===== src/rtl/uart_rx1_if.sv =====
// uart_rx1 link bundle: serial line in, byte plus
// status flags out toward the consumer.
interface uart_rx1_if;
  logic       RX;
  logic [7:0] Data_out;
  logic       rx_valid;
  logic       parity_err;
  logic       frame_err;
  logic       busy;

  modport slave (
    input  RX,
    output Data_out,
    output rx_valid,
    output parity_err,
    output frame_err,
    output busy
  );

  modport master (
    output RX,
    input  Data_out,
    input  rx_valid,
    input  parity_err,
    input  frame_err,
    input  busy
  );
endinterface


===== src/rtl/uart_rx1.sv =====
// uart_rx1: 11-bit frame receiver, MSB first, even parity.
// Optional RX synchronizer enabled by `define UART_RX_SYNC_EN.
module uart_rx1 #(
  parameter int CLKS_PER_BIT = 8
) (
  input  logic      clk,
  input  logic      rst,
  uart_rx1_if.slave bus
);

  localparam int N  = CLKS_PER_BIT;
  localparam int H  = N / 2;
  localparam int CW = $clog2(N);

  localparam logic [CW-1:0] HM1 = CW'(H - 1);
  localparam logic [CW-1:0] NM1 = CW'(N - 1);

  typedef enum logic [2:0] {
    ARM,
    IDLE,
    START,
    DATA,
    PARITY,
    STOP
  } state_e;

  logic rx_s;
  logic rx_ok;

`ifdef UART_RX_SYNC_EN
  logic [1:0] sync_q;
  logic [1:0] flush_q;

  // ARM must not trust the reset value of the flops
  always_ff @(posedge clk or negedge rst) begin
    if (!rst) begin
      sync_q  <= 2'b11;
      flush_q <= 2'b00;
    end else begin
      sync_q  <= {sync_q[0], bus.RX};
      flush_q <= {flush_q[0], 1'b1};
    end
  end

  assign rx_s  = sync_q[1];
  assign rx_ok = flush_q[1];
`else
  assign rx_s  = bus.RX;
  assign rx_ok = 1'b1;
`endif

  state_e          state_q, state_d;
  logic [CW-1:0]   cnt_q, cnt_d;
  logic [2:0]      bit_q, bit_d;
  logic [7:0]      sreg_q, sreg_d;
  logic            par_q, par_d;
  logic [7:0]      data_q, data_d;
  logic            perr_q, perr_d;
  logic            ferr_q, ferr_d;
  logic            vld_q, vld_d;

  always_ff @(posedge clk or negedge rst) begin
    if (!rst) begin
      state_q <= ARM;
      cnt_q   <= '0;
      bit_q   <= '0;
      sreg_q  <= '0;
      par_q   <= 1'b0;
      data_q  <= '0;
      perr_q  <= 1'b0;
      ferr_q  <= 1'b0;
      vld_q   <= 1'b0;
    end else begin
      state_q <= state_d;
      cnt_q   <= cnt_d;
      bit_q   <= bit_d;
      sreg_q  <= sreg_d;
      par_q   <= par_d;
      data_q  <= data_d;
      perr_q  <= perr_d;
      ferr_q  <= ferr_d;
      vld_q   <= vld_d;
    end
  end

  always_comb begin
    state_d = state_q;
    cnt_d   = cnt_q + 1'b1;
    bit_d   = bit_q;
    sreg_d  = sreg_q;
    par_d   = par_q;
    data_d  = data_q;
    perr_d  = perr_q;
    ferr_d  = ferr_q;
    vld_d   = 1'b0;
    unique case (state_q)
      ARM: begin
        cnt_d = '0;
        if (rx_s && rx_ok)
          state_d = IDLE;
      end
      IDLE: begin
        cnt_d = '0;
        if (!rx_s)
          state_d = START;
      end
      START: begin
        if (cnt_q == HM1) begin
          cnt_d = '0;
          if (rx_s) begin
            state_d = IDLE;
          end else begin
            state_d = DATA;
            bit_d   = '0;
          end
        end
      end
      DATA: begin
        if (cnt_q == NM1) begin
          cnt_d  = '0;
          sreg_d = {sreg_q[6:0], rx_s};
          bit_d  = bit_q + 3'd1;
          if (bit_q == 3'd7)
            state_d = PARITY;
        end
      end
      PARITY: begin
        if (cnt_q == NM1) begin
          cnt_d   = '0;
          par_d   = rx_s;
          state_d = STOP;
        end
      end
      STOP: begin
        // leaving at mid-stop leaves H cycles for the next start
        if (cnt_q == NM1) begin
          cnt_d   = '0;
          data_d  = sreg_q;
          perr_d  = par_q ^ (^sreg_q);
          ferr_d  = ~rx_s;
          vld_d   = 1'b1;
          state_d = rx_s ? IDLE : ARM;
        end
      end
      default: begin
        cnt_d   = '0;
        state_d = ARM;
      end
    endcase
  end

  assign bus.Data_out   = data_q;
  assign bus.rx_valid   = vld_q;
  assign bus.parity_err = perr_q;
  assign bus.frame_err  = ferr_q;
  assign bus.busy       = (state_q != ARM) &&
                          (state_q != IDLE);

endmodule


===== src/flat_wrapper.sv =====
// flat-port wrapper written by rule: the top's interface ports become plain ports
module uart_rx1_flat 
#(
  parameter int CLKS_PER_BIT = 8
)
  (clk, rst, bus_RX, bus_Data_out, bus_rx_valid, bus_parity_err, bus_frame_err, bus_busy);
  uart_rx1_if bus_i ();
  input  logic clk;
  input  logic rst;
  input wire logic [$bits(bus_i.RX)-1:0] bus_RX;
  output wire logic [$bits(bus_i.Data_out)-1:0] bus_Data_out;
  output wire logic [$bits(bus_i.rx_valid)-1:0] bus_rx_valid;
  output wire logic [$bits(bus_i.parity_err)-1:0] bus_parity_err;
  output wire logic [$bits(bus_i.frame_err)-1:0] bus_frame_err;
  output wire logic [$bits(bus_i.busy)-1:0] bus_busy;
  assign bus_i.RX = bus_RX;
  assign bus_Data_out = bus_i.Data_out;
  assign bus_rx_valid = bus_i.rx_valid;
  assign bus_parity_err = bus_i.parity_err;
  assign bus_frame_err = bus_i.frame_err;
  assign bus_busy = bus_i.busy;
  uart_rx1 #(.CLKS_PER_BIT(CLKS_PER_BIT)) u_core (.clk(clk), .rst(rst), .bus(bus_i));
endmodule

===== config.mk =====
export PLATFORM = sky130hd
export DESIGN_NAME = uart_rx1_flat
export DESIGN_NICKNAME = d
export VERILOG_FILES = /design/src/rtl/uart_rx1_if.sv /design/src/rtl/uart_rx1.sv /design/src/flat_wrapper.sv
export SDC_FILE = /design/constraint.sdc
export NUM_CORES = 1
export LEC_CHECK = 0
export ABC_AREA = 1
export CAP_MARGIN = 20
export CORE_MARGIN = 2
export CORE_UTILIZATION = 40
export DETAILED_ROUTE_END_ITERATION = 16
export HOLD_SLACK_MARGIN = 0.05
export PLACE_DENSITY = 0.67
export RECOVER_POWER = 50
export SYNTH_ARGS = -nofsm -noshare
export SYNTH_HDL_FRONTEND = slang
export SYNTH_SLANG_ARGS = --single-unit

===== constraint.sdc =====
create_clock -name clk -period 2.4 [get_ports clk]
set_input_delay 0.48 -clock clk [delete_from_list [all_inputs] [get_ports clk]]
set_output_delay 0.48 -clock clk [all_outputs]
set_load 0.02 [all_outputs]

==> results.rst <==
.. list-table::
   :header-rows: 1

   * - Metric
     - Value
   * - Max Slew Vio Count
     - 0
   * - Post-detailed-route DRC marker count
     - 0
   * - Rows
     - 22
   * - Cell at the slowest stage of the critical path
     - sky130_fd_sc_hd__clkdlybuf4s50_1
   * - Worst Path Max Fanout
     - 6
   * - Ranking of synthesized cells by area
     - sky130_fd_sc_hd__dfrtp_1, sky130_fd_sc_hd__nand2_1, sky130_fd_sc_hd__o21ai_2
   * - Boundary pin count
     - 15
   * - Placed cells
     - 227
   * - Via density per instance
     - 4.76
   * - Sequential cell area
     - 726 µm²
   * - Final design area excluding fillers
     - 1720 µm²
   * - Setup slack after layout
     - 0.302 ns
   * - Synthesized area per cell
     - 8.85 µm²
   * - Area share of the largest cell type after synthesis
     - 0.494
   * - Initial cell density of the core
     - 0.407
   * - Diode count
     - 0
   * - Source-to-sink clock delay at the later pin of the worst-skew pair
     - 0.28 ns
   * - Category of the worst setup path launch point
     - flop
   * - Worst path required time
     - 1.92 ns
   * - Largest stage delay on the critical path
     - 0.61 ns
   * - Seq/Total Area, Yosys
     - 0.494
   * - Number of endpoints failing setup at the final stage
     - 0
   * - Post-cts hold buffer count
     - 0
   * - Ratio of cells with drive above 1 in the final layout
     - 0.156
   * - Number of max-capacitance violations reported
     - 0
   * - Number of nets with antenna violations after detailed routing
     - 0
   * - RSZ-0062 raised after global routing
     - false
   * - Slew margin rel.
     - 0.686
   * - Highest Clock Rate
     - 477 MHz
   * - Post-cts repair resize count
     - 0
   * - Count of cell types in the netlist
     - 26
   * - Final Skew
     - 0.00109 ns
   * - Static leakage
     - 0.837 nW
   * - Final core occ
     - 0.476
   * - Post-layout min period
     - 2.10 ns
   * - CTS H-tree lvls
     - 2
   * - Netlist area before placement
     - 1470 µm²
   * - Clock root buffer
     - sky130_fd_sc_hd__clkbuf_8
   * - Number of iterations in the first detailed-routing pass
     - 4
   * - Number of fill cells
     - 352
   * - Worst supply voltage drop on vdd
     - 0.493 mV
   * - Slew of the pin with the lowest slew margin
     - 0.466 ns
   * - Flop and latch count out of synthesis
     - 29
   * - Total of warnings raised by yosys
     - 0
   * - Buffer and inverter count on the worst path
     - 2
   * - Worst Setup End Kind
     - output port
   * - Run status
     - completed
   * - Total area of multi-input combinational cells
     - 594 µm²
   * - Total power per unit cell area
     - 814 nW/µm²
   * - Routed wire length
     - 2490 µm
   * - Routed wirelength normalized by instance count
     - 10.6 µm
   * - Core Box Area
     - 3610 µm²
   * - Post-detail-place hpwl
     - 1860 µm
   * - Crit share post-route
     - 0.874
   * - Synth-to-layout area growth
     - 17.0%
   * - Setup total negative slack
     - 0 ns
   * - X dimension of the die
     - 64.6 µm
   * - Die area
     - 4170 µm²
   * - Net count after synthesis
     - 175
   * - Longest Clk Path Bufs
     - 2
   * - Inserted Clock Buffers
     - 5
   * - Antenna violations before repair
     - 0
   * - Sum of overflow across all layers after global routing
     - 0
   * - Vias after detailed routing
     - 1114
   * - Area leader, netlist
     - sky130_fd_sc_hd__dfrtp_1
   * - Total clock sinks
     - 29
   * - Clock transition at path regs
     - 0.06 ns
   * - Kind of cell adding the most delay to the critical path
     - buffers and inverters
   * - Instance count of the mapped netlist
     - 166
   * - Final nets
     - 195
   * - Filler-free cell count of the finished design
     - 234
   * - Setup slack at placement
     - 0.595 ns
   * - Setup Crit Path Kind
     - reg -> out
   * - Arrival @ worst endpoint
     - 1.62 ns
   * - Global router's overall resource usage
     - 0.145
   * - Port Buffers
     - 14
   * - Global-route wire length before repair
     - 4570 µm
   * - First DRT Iteration DRCs
     - 56
   * - Clock tree from TritonCTS
     - done
   * - Area after detailed placement
     - 1660 µm²
   * - Via count of the first global-routing pass
     - 1093
   * - Die outline height
     - 64.6 µm
   * - Final hold vios
     - 0
   * - Worst-path cell chain
     - inv_1 -> nand2_1 -> clkdlybuf4s50_1
   * - Worst hold-check path type
     - reg -> reg
   * - Maximum number of pins on one net before global-route repair
     - 30
   * - Final Wtd Congestion
     - 0.801
   * - Setup repair bufs after CTS
     - 0
[metal layers]
metal  share of wire  vias up  track usage
li1                -      564            -
met2            0.49       25        0.254
met4           0.023        0       0.0718
met3           0.045        8       0.0573
met1            0.44      517        0.151
met5               0        -            0
[cell families after synthesis]
group,Yosys count,synth area share
xor gates and xnor gates,1,0.00596
buffers and inverters,28,0.0852
AOI/OAI and AO/OA,28,0.131
adders and majority gates,6,0.0511
and+or+nand+nor,74,0.233
DFF,29,0.494
[cells in the mapped netlist (all sizes together)]
cell	count
a21oi	1
buf	2
clkbuf	1
dfrtp	29
ha	6
inv	25
nand2	55
nand3	9
nand3b	1
nand4	1
nor2	6
nor3	1
nor4	1
o21a	1
o21ai	25
o22ai	1
xor2	1
[per-stage QoR]
| stage | power, W | hold slack (ns) |
|---|---|---|
| after floorplan | 0.000924 | 0.184 |
| after global placement | 0.000999 | 0.422 |
| after global routing | 0.00151 | 0.437 |
| final | 0.00140 | 0.436 |
| after CTS | 0.00144 | 0.433 |
| after detailed placement | 0.00103 | 0.425 |
[cells in the final DEF (no fill, tap or decap), types with 6 or more instances in the layout]
| cell type | netlist | routed |
|---|---|---|
| sky130_fd_sc_hd__inv_1 | 20 | 21 |
| sky130_fd_sc_hd__o21ai_0 | 12 | 12 |
| sky130_fd_sc_hd__clkbuf_8 | 0 | 6 |
| sky130_fd_sc_hd__o21ai_2 | 10 | 10 |
| sky130_fd_sc_hd__dfrtp_1 | 29 | 29 |
| sky130_fd_sc_hd__nand3_1 | 8 | 9 |
| sky130_fd_sc_hd__ha_1 | 6 | 6 |
| sky130_fd_sc_hd__nand2_1 | 52 | 52 |
| sky130_fd_sc_hd__clkdlybuf4s50_1 | 0 | 13 |
[final timing paths]
check                                        from                     end  slack [ns]  depth (start not counted)
worst max-delay path            u_core.state_q[2]                bus_busy        0.30                          3
worst min-delay path              u_core.cnt_q[0]         u_core.cnt_q[0]        0.44                          1
max in group asynchronous                     rst         u_core.bit_q[2]        1.47                          2
min in group asynchronous                     rst  u_core.bus.Data_out[6]        0.66                          2
worst max register to register  u_core.state_q[2]       u_core.state_q[0]        0.76                          7
worst min register to register    u_core.cnt_q[0]         u_core.cnt_q[0]        0.44                          1
[report_power, final]
| group | internal [W] | switching, W | total [W] |
|---|---|---|---|
| registers | 0.000552 | 0.0000660 | 0.000618 |
| clock network | 0.000227 | 0.000175 | 0.000401 |
| logic | 0.000144 | 0.000236 | 0.000379 |
| total | 0.000923 | 0.000476 | 0.00140 |
[sequential cells by signal, indices dropped and copies added (netlist names)]
name,flops
u_core.bit_q,3
u_core.bus.Data_out,8
u_core.bus.frame_err,1
u_core.bus.parity_err,1
u_core.bus.rx_valid,1
u_core.cnt_q,3
u_core.par_q,1
u_core.sreg_q,8
u_core.state_q,3
[final cells by class]
cell class / count / area share
multi-input cells: 109 / 0.346
clock buffers: 7 / 0.0503
repair buffers: 16 / 0.0903
flip-flops and latches: 29 / 0.422
well taps: 48 / 0.0350
inverters: 25 / 0.0561
Note: power is estimated with default switching activity, not from simulation.
